**src/rtl/rtclock_pkg.sv**
```systemverilog
// -----------------------------------------------------------------------------
// rtclock_pkg
// Shared definitions for the real-time-clock PPS transmit path.
//   NSEC_MODULO : nanoseconds per second
//   SEC_W       : width of the seconds field
//   NSEC_W      : width of the nanoseconds field
//   pps_state_e : generator states (idle, arm, wait, high)
//   sat_add     : unsigned add that clamps to an all-ones value of a given width
// -----------------------------------------------------------------------------
package rtclock_pkg;

    localparam int unsigned NSEC_MODULO = 1000000000;
    localparam int unsigned SEC_W       = 48;
    localparam int unsigned NSEC_W      = 30;

    typedef enum logic [1:0] {
        StIdle,
        StArm,
        StWait,
        StHigh
    } pps_state_e;

    // Adds a and b and clamps the result to (2^width - 1). width must be <= SEC_W.
    function automatic logic [SEC_W-1:0] sat_add(
        input logic [SEC_W-1:0] a,
        input logic [SEC_W-1:0] b,
        input int unsigned      width
    );
        logic [SEC_W:0] one;
        logic [SEC_W:0] lim;
        logic [SEC_W:0] sum;
        one = {{SEC_W{1'b0}}, 1'b1};
        lim = (one << width) - one;
        sum = {1'b0, a} + {1'b0, b};
        if (sum > lim) begin
            sum = lim;
        end
        return sum[SEC_W-1:0];
    endfunction

endpackage

```
**src/rtl/rtclock_pulse_stretch.sv**
```systemverilog
// -----------------------------------------------------------------------------
// rtclock_pulse_stretch
// Holds the PPS output high for a programmed number of clock cycles.
//   clk_i    : core clock
//   rst_ni   : asynchronous active-low reset
//   load_i   : start a pulse; width_i is captured on this cycle only
//   clear_i  : abort any pulse in progress (takes priority over load_i)
//   width_i  : high time in cycles, 0 is treated as 1
//   pulse_o  : registered pulse output
//   done_o   : high during the last high cycle of a pulse
// -----------------------------------------------------------------------------
module rtclock_pulse_stretch
    import rtclock_pkg::*;
#(
    parameter int unsigned WidthBits = 24
) (
    input  logic                 clk_i,
    input  logic                 rst_ni,
    input  logic                 load_i,
    input  logic                 clear_i,
    input  logic [WidthBits-1:0] width_i,
    output logic                 pulse_o,
    output logic                 done_o
);

    logic [WidthBits-1:0] cnt_q, cnt_d;
    logic                 pulse_q, pulse_d;

    always_comb begin
        cnt_d   = cnt_q;
        pulse_d = pulse_q;
        if (clear_i) begin
            cnt_d   = '0;
            pulse_d = 1'b0;
        end else if (load_i) begin
            cnt_d   = (width_i == '0) ? WidthBits'(1) : width_i;
            pulse_d = 1'b1;
        end else if (cnt_q != '0) begin
            // Output drops on the edge that takes the count from 1 to 0.
            cnt_d   = cnt_q - WidthBits'(1);
            pulse_d = (cnt_q != WidthBits'(1));
        end
    end

    always_ff @(posedge clk_i or negedge rst_ni) begin
        if (!rst_ni) begin
            cnt_q   <= '0;
            pulse_q <= 1'b0;
        end else begin
            cnt_q   <= cnt_d;
            pulse_q <= pulse_d;
        end
    end

    assign pulse_o = pulse_q;
    assign done_o  = pulse_q && (cnt_q == WidthBits'(1));

endmodule

```
**src/rtl/rtclock_pps_gen.sv**
```systemverilog
// -----------------------------------------------------------------------------
// rtclock_pps_gen
// PPS transmitter: watches the free-running sec/nsec time and raises pps_out once
// per second when nsec first reaches offset_ns, holding it for width_cycles clocks.
// Reports the triggering timestamp and counts seconds lost to forward time jumps.
//
// Ports:
//   clk, resetn        : core clock, asynchronous active-low reset
//   sec, nsec          : current time (same clock domain)
//   enable             : generator enable (level)
//   offset_ns          : rising-edge phase within the second
//   width_cycles       : pulse high time in clocks (0 behaves as 1)
//   period_sec         : seconds between pulses (only with RTCLOCK_PPS_GEN_PERIOD_EN)
//   pps_out, pps_stb   : registered pulse and one-cycle rising-edge strobe
//   pps_sec, pps_nsec  : time sample that triggered the last edge
//   miss_cnt           : saturating count of skipped seconds
//   armed              : generator is waiting for or emitting an edge
//
// Build option: define RTCLOCK_PPS_GEN_PERIOD_EN for pulse-per-N-seconds mode.
// -----------------------------------------------------------------------------
module rtclock_pps_gen
    import rtclock_pkg::*;
#(
    parameter int unsigned C_CLK_TO_NS_RATIO = 8,
    parameter int unsigned C_WIDTH_BITS      = 24,
    parameter int unsigned C_MISS_BITS       = 16
) (
    input  logic                    clk,
    input  logic                    resetn,
    input  logic [SEC_W-1:0]        sec,
    input  logic [NSEC_W-1:0]       nsec,
    input  logic                    enable,
    input  logic [NSEC_W-1:0]       offset_ns,
    input  logic [C_WIDTH_BITS-1:0] width_cycles,
`ifdef RTCLOCK_PPS_GEN_PERIOD_EN
    input  logic [15:0]             period_sec,
`endif
    output logic                    pps_out,
    output logic                    pps_stb,
    output logic [SEC_W-1:0]        pps_sec,
    output logic [NSEC_W-1:0]       pps_nsec,
    output logic [C_MISS_BITS-1:0]  miss_cnt,
    output logic                    armed
);

    // Largest phase that a nsec stepping by C_CLK_TO_NS_RATIO is guaranteed to reach.
    localparam logic [NSEC_W-1:0] LAST_OFFSET = NSEC_W'(NSEC_MODULO - C_CLK_TO_NS_RATIO);

    pps_state_e             state_q, state_d;
    logic [SEC_W-1:0]       target_q, target_d;
    logic                   pps_stb_q, pps_stb_d;
    logic [SEC_W-1:0]       pps_sec_q, pps_sec_d;
    logic [NSEC_W-1:0]      pps_nsec_q, pps_nsec_d;
    logic [C_MISS_BITS-1:0] miss_q, miss_d;
    logic                   armed_q, armed_d;

    logic                   fire;
    logic                   abort;
    logic                   pulse_done;
    logic                   offset_ok;
    logic                   due;
    logic [SEC_W-1:0]       arm_sec;
    logic [SEC_W-1:0]       arm_target;
    logic [SEC_W-1:0]       step;
    logic [SEC_W-1:0]       miss_inc;

    assign offset_ok = (offset_ns <= LAST_OFFSET);
    assign due       = offset_ok && (sec == target_q) && (nsec >= offset_ns);
    // First second whose edge has not yet passed at the arming sample.
    assign arm_sec   = (nsec < offset_ns) ? sec : (sec + SEC_W'(1));

`ifdef RTCLOCK_PPS_GEN_PERIOD_EN
    logic [15:0]      period_q, period_d;
    logic [15:0]      period_in;
    logic [SEC_W-1:0] arm_rem;

    assign period_in  = (period_sec == '0) ? 16'd1 : period_sec;
    // Round the arming second up to the next multiple of the period.
    assign arm_rem    = arm_sec % SEC_W'(period_in);
    assign arm_target = (arm_rem == '0) ? arm_sec : (arm_sec + (SEC_W'(period_in) - arm_rem));
    assign step       = SEC_W'(period_q);
    assign miss_inc   = SEC_W'(1);
`else
    assign arm_target = arm_sec;
    assign step       = SEC_W'(1);
    assign miss_inc   = sec - target_q;
`endif

    always_comb begin
        state_d    = state_q;
        target_d   = target_q;
        pps_stb_d  = 1'b0;
        pps_sec_d  = pps_sec_q;
        pps_nsec_d = pps_nsec_q;
        miss_d     = miss_q;
        fire       = 1'b0;
        abort      = 1'b0;
`ifdef RTCLOCK_PPS_GEN_PERIOD_EN
        period_d   = period_q;
`endif
        if (!enable) begin
            state_d = StIdle;
            abort   = 1'b1;
        end else begin
            case (state_q)
                StIdle: begin
                    state_d = StArm;
                end
                StArm: begin
                    target_d = arm_target;
                    state_d  = StWait;
`ifdef RTCLOCK_PPS_GEN_PERIOD_EN
                    period_d = period_in;
`endif
                end
                StWait: begin
                    if (due) begin
                        fire       = 1'b1;
                        pps_stb_d  = 1'b1;
                        pps_sec_d  = sec;
                        pps_nsec_d = nsec;
                        state_d    = StHigh;
`ifdef RTCLOCK_PPS_GEN_PERIOD_EN
                        period_d   = period_in;
`endif
                    end else if (sec > target_q) begin
                        // Time jumped past the target: account for the lost seconds and re-arm.
                        miss_d  = C_MISS_BITS'(sat_add(SEC_W'(miss_q), miss_inc, C_MISS_BITS));
                        state_d = StArm;
                    end else if ((sec + step) < target_q) begin
                        // Time moved backwards: the target is stale, re-arm without counting.
                        state_d = StArm;
                    end
                end
                StHigh: begin
                    // No retrigger while high; a due edge is picked up once back in wait.
                    if (pulse_done) begin
                        target_d = target_q + step;
                        state_d  = StWait;
                    end
                end
                default: begin
                    state_d = StIdle;
                end
            endcase
        end
        armed_d = (state_d == StWait) || (state_d == StHigh);
    end

    always_ff @(posedge clk or negedge resetn) begin
        if (!resetn) begin
            state_q    <= StIdle;
            target_q   <= '0;
            pps_stb_q  <= 1'b0;
            pps_sec_q  <= '0;
            pps_nsec_q <= '0;
            miss_q     <= '0;
            armed_q    <= 1'b0;
`ifdef RTCLOCK_PPS_GEN_PERIOD_EN
            period_q   <= 16'd1;
`endif
        end else begin
            state_q    <= state_d;
            target_q   <= target_d;
            pps_stb_q  <= pps_stb_d;
            pps_sec_q  <= pps_sec_d;
            pps_nsec_q <= pps_nsec_d;
            miss_q     <= miss_d;
            armed_q    <= armed_d;
`ifdef RTCLOCK_PPS_GEN_PERIOD_EN
            period_q   <= period_d;
`endif
        end
    end

    rtclock_pulse_stretch #(
        .WidthBits (C_WIDTH_BITS)
    ) u_stretch (
        .clk_i   (clk),
        .rst_ni  (resetn),
        .load_i  (fire),
        .clear_i (abort),
        .width_i (width_cycles),
        .pulse_o (pps_out),
        .done_o  (pulse_done)
    );

    assign pps_stb  = pps_stb_q;
    assign pps_sec  = pps_sec_q;
    assign pps_nsec = pps_nsec_q;
    assign miss_cnt = miss_q;
    assign armed    = armed_q;

endmodule

```
**config.mk**
```make
export PLATFORM = sky130hd
export DESIGN_NAME = rtclock_pps_gen
export DESIGN_NICKNAME = d
export VERILOG_FILES = /design/src/rtl/rtclock_pkg.sv /design/src/rtl/rtclock_pulse_stretch.sv /design/src/rtl/rtclock_pps_gen.sv
export SDC_FILE = /design/constraint.sdc
export NUM_CORES = 1
export LEC_CHECK = 0
export CAP_MARGIN = 20
export CELL_PAD_IN_SITES_DETAIL_PLACEMENT = 0
export CELL_PAD_IN_SITES_GLOBAL_PLACEMENT = 1
export CORE_ASPECT_RATIO = 0.6
export CORE_MARGIN = 2
export CORE_UTILIZATION = 37
export CTS_CLUSTER_SIZE = 28
export DETAILED_ROUTE_END_ITERATION = 10
export GPL_TIMING_DRIVEN = 0
export PLACE_DENSITY = 0.86
export SYNTH_ARGS = -nofsm -noshare
export SYNTH_HDL_FRONTEND = slang
export SYNTH_SLANG_ARGS = --single-unit
```
**constraint.sdc**
```tcl
create_clock -name clk -period 5.2 [get_ports clk]
set_clock_uncertainty 0.15 [all_clocks]
set_input_delay 1.04 -clock clk [delete_from_list [all_inputs] [get_ports clk]]
set_output_delay 1.04 -clock clk [all_outputs]
set_load 0.02 [all_outputs]
```
==> results <==
## sequential cells by signal, indices dropped and copies added, names as in the netlist
name               cells
pps_stb                1
armed                  1
miss_cnt              16
pps_sec               48
u_stretch.cnt_q       24
state_q                2
pps_nsec              30
target_q              48
u_stretch.pulse_o      1
## worst min-delay path: cells and delay by family (launching register included)
family | cells | cell delay (ns)
flip-flops | 1 | 0.34
AND/OR/NAND/NOR | 2 | 0.10
## power by group
group	internal, µW	switching [µW]
combinational	2760	3820
clock	807	616
sequential	1540	221
## final cells by class
class	instances	area, µm²	area share [%]
multi-input cells	1802	12200	56.5
flip-flops and latches	171	4280	19.8
repair buffers	307	2960	13.7
well taps	579	724	3.35
clock buffers	17	425	1.97
plain buffers	82	415	1.92
inverters	109	414	1.91
clock inverters	13	191	0.885
## how the worst max path moves through the flow
stage | startpoint | endpoint
after global placement | resetn | miss_cnt[6]$_DFFE_PN0P_
after detailed placement | sec[4] | miss_cnt[14]$_DFFE_PN0P_
final | sec[28] | miss_cnt[10]$_DFFE_PN0P_
after global routing | sec[1] | miss_cnt[14]$_DFFE_PN0P_
after CTS | sec[1] | miss_cnt[14]$_DFFE_PN0P_
after floorplan | sec[4] | miss_cnt[4]$_DFFE_PN0P_
## synth_stat cells, drive strengths merged (4+ instances only)
master	n
nor3	66
ha	146
mux2i	8
nor4b	4
o211ai	16
o221ai	5
xnor2	75
a21boi	4
o21ai	112
o311ai	4
a311oi	6
o31ai	15
o21a	14
a221o	4
inv	109
xor2	84
nand3	79
or2	16
nor2	140
and3	31
a31oi	15
a2111oi	4
a21oi	165
nor4	28
nor2b	24
a21o	45
o22ai	9
or3	15
nand3b	6
buf	25
and2	14
nand2	435
nand2b	28
a211oi	29
a221oi	13
o21bai	8
nor3b	5
or4	11
dfrtp	171
nand4	61
clkbuf	65
and4	15
## logic make-up (layout without fill, tap and decap cells)
family	after synthesis	after routing	share of synthesized area [%]
simple gates	985	985	28.7
compound gates	501	501	19.7
buf+inv	199	528	4.86
flops	171	171	26.2
xor+xnor	159	159	8.52
fa+ha+maj	148	148	11.4
mux	9	9	0.559
## stage by stage
step           hold slack (ns)  instances  TNS, ns
2_1_floorplan            0.340       2172    -8.60
3_3_place_gp             0.299       2981  -993.16
3_5_place_dp             0.305       2982  -203.50
4_1_cts                  0.322       3068    -7.12
5_1_grt                  0.340       3080   -11.43
6_report                 0.316       3080    -8.72
## per-layer routing
layer | GRT usage, % | vias up
met3 | 6.34 | 74
met1 | 40.9 | 8695
li1 | - | 8366
met4 | 5.38 | 0
met5 | 0 | -
met2 | 37.4 | 801
## timing repair
| action | 4_1_cts | 5_1_grt |
|---|---|---|
| resized for setup | 244 | 63 |
| pin swaps | 61 | 24 |
| hold buffers | 0 | 0 |
| buffers inserted | 60 | 16 |
| gates cloned | 1 | 0 |
| hold endpoints to repair | 0 | 0 |
| setup endpoints to repair | 124 | 108 |
==> impl_metrics.ini <==
[synth]
seq_area_frac_synth_pct = 26.2
synthTopCellsByArea = sky130_fd_sc_hd__dfrtp_1, sky130_fd_sc_hd__ha_1, sky130_fd_sc_hd__nand2_1
yosysTopAreaCell = sky130_fd_sc_hd__dfrtp_1
synth_enable_flop_cells = 0
post_synth_arst_share_pct = 100
netlist_instances = 2172
synth_top_area_share_pct = 26.2
synthesis.yosys.warnings = 0
ys_ff_latch = 171
synth_fp_nets = 2455
post_synth.cell_area_avg_um2 = 7.52
synth.lib_cells_used.distinct = 87
yosys_most_used_dff = sky130_fd_sc_hd__dfrtp_1
mappedNetlistArea_mm2 = 0.0163

[drt]
dr_wl_met3_mm = 6.22
drc = 0
wl_met1_mm = 29.7
topRoutingLayerUsed = met4
met2RoutedLength_mm = 25.6
route.detailed.wl_per_inst_um = 20.3
finalWirelength_mm = 62.6
dr.first_iter.drc_count = 2151
vias = 17900
drt_pass1_iterations = 8
ant_nets = 0
routed_via_density = 5.82

[finish]
layout-area-overhead-vs-synth_pct = 32.4
post_route_cells_drive_above_1_share_pct = 13.3
final_core_util_pct = 49.8
antennaDiodeCount = 0
layout.cells.most_common = sky130_fd_sc_hd__nand2_1
design.final.nets = 2773
stdcell_area_mm2 = 0.0216
layout_common_cells = sky130_fd_sc_hd__nand2_1, sky130_fd_sc_hd__clkdlybuf4s50_1, sky130_fd_sc_hd__dfrtp_1
filler_cell_count = 4182

[pwr]
maximum_vdd_drop_v = 0.000351
total_leakage_power_uw = 0.00957
fin_total_pwr_uw = 9770
pwr_density_cell_mw_per_mm2 = 452

[place]
dpl_cell_area_mm2 = 0.0196
dp_slack_ns = -2.40
numPortBuffers = 230
place_congestion = 0.961
dpl.hpwl_mm = 49.3

[critical_path]
required_ns = 5.40
worst_path_max_delay_cell = sky130_fd_sc_hd__or4_4
cp_data_arrival_time_ns = 6.00
cell_by_cell_trace_of_the_critical_path = clkdlybuf4s50_1 -> ha_2 -> nand4_1 -> nor3_4 -> o21ai_0 -> and2_1 -> a21oi_4 -> xor2_1 -> and3_1 -> nand4_1 -> or4_4 -> or4b_4 -> a211oi_4 -> and3_4 -> buf_12 -> buf_12 -> a21oi_2
crit_fanout = 7
cp-end-kind = register
worst_r2r_endpoint = miss_cnt[10]$_DFFE_PN0P_
critical_path_cell_count = 17
timing.reg2reg.setup_slack_ns = -0.48
critical_path_class = input pin to register
cp-start-kind = input pin
cp.buffers_inverters = 3
critPathTopFamily = simple AND/OR/NAND/NOR gates
reg2reg_depth = 26
startpoint_of_the_worst_register_to_register_path = target_q[4]$_DFFE_PN0P_
cp_slowest_stage_delay_ns = 0.57

[sta]
final-hold-violation-count = 0
fin_crit_ns = 5.81
finalWorstSetupSlack_ns = -0.605
finalMaxSlewViolations = 0
transition_time_at_the_pin_with_the_least_slew_margin_ns = 1.09
worst_slew_margin_relative_to_its_limit_pct = 26.9
fmax_mhz = 172
grt_setup_unrepaired = true
timing.final.setup_violations = 17
layout_worst_path_cycle_share_pct = 112

[grt]
grt_first_pass_wirelength_mm = 95.7
overflow = 0
grt_antenna_before_repair = 0
grt_max_degree = 99
via_count_of_the_first_global_routing_pass = 16800
track_usage_pct = 26.7

[cts]
cts_htree_levels = 4
clockRootBuffer = sky130_fd_sc_hd__clkbuf_16
cts-root-to-sink-buffers = 2
cts.sinks = 171
clkTransAtPathRegs_ns = 0.08
cts_inserted_buffers = 17
later_pin_clock_latency_in_the_skew_report_ns = 0.46
tritoncts = yes

[outcome]
violations = setup timing
result_of_the_run = finished, violations left

[worst_hold_path]
timing.hold.worst_endpoint = pps_sec[42]$_DFFE_PN0P_
holdCritPathClass = register to register
min_path_cells = 2
hold_path.startpoint = pps_sec[42]$_DFFE_PN0P_

[floorplanning]
row_count = 59
start_util_pct = 37.6
die_h_um = 167
core_area_mm2 = 0.0435
floorplan.io_pins = 232
die_outline_width_um = 275
area_of_the_die_mm2 = 0.0459

[run]
max_cap_violations = 0
(Power assumes the default switching activity.)
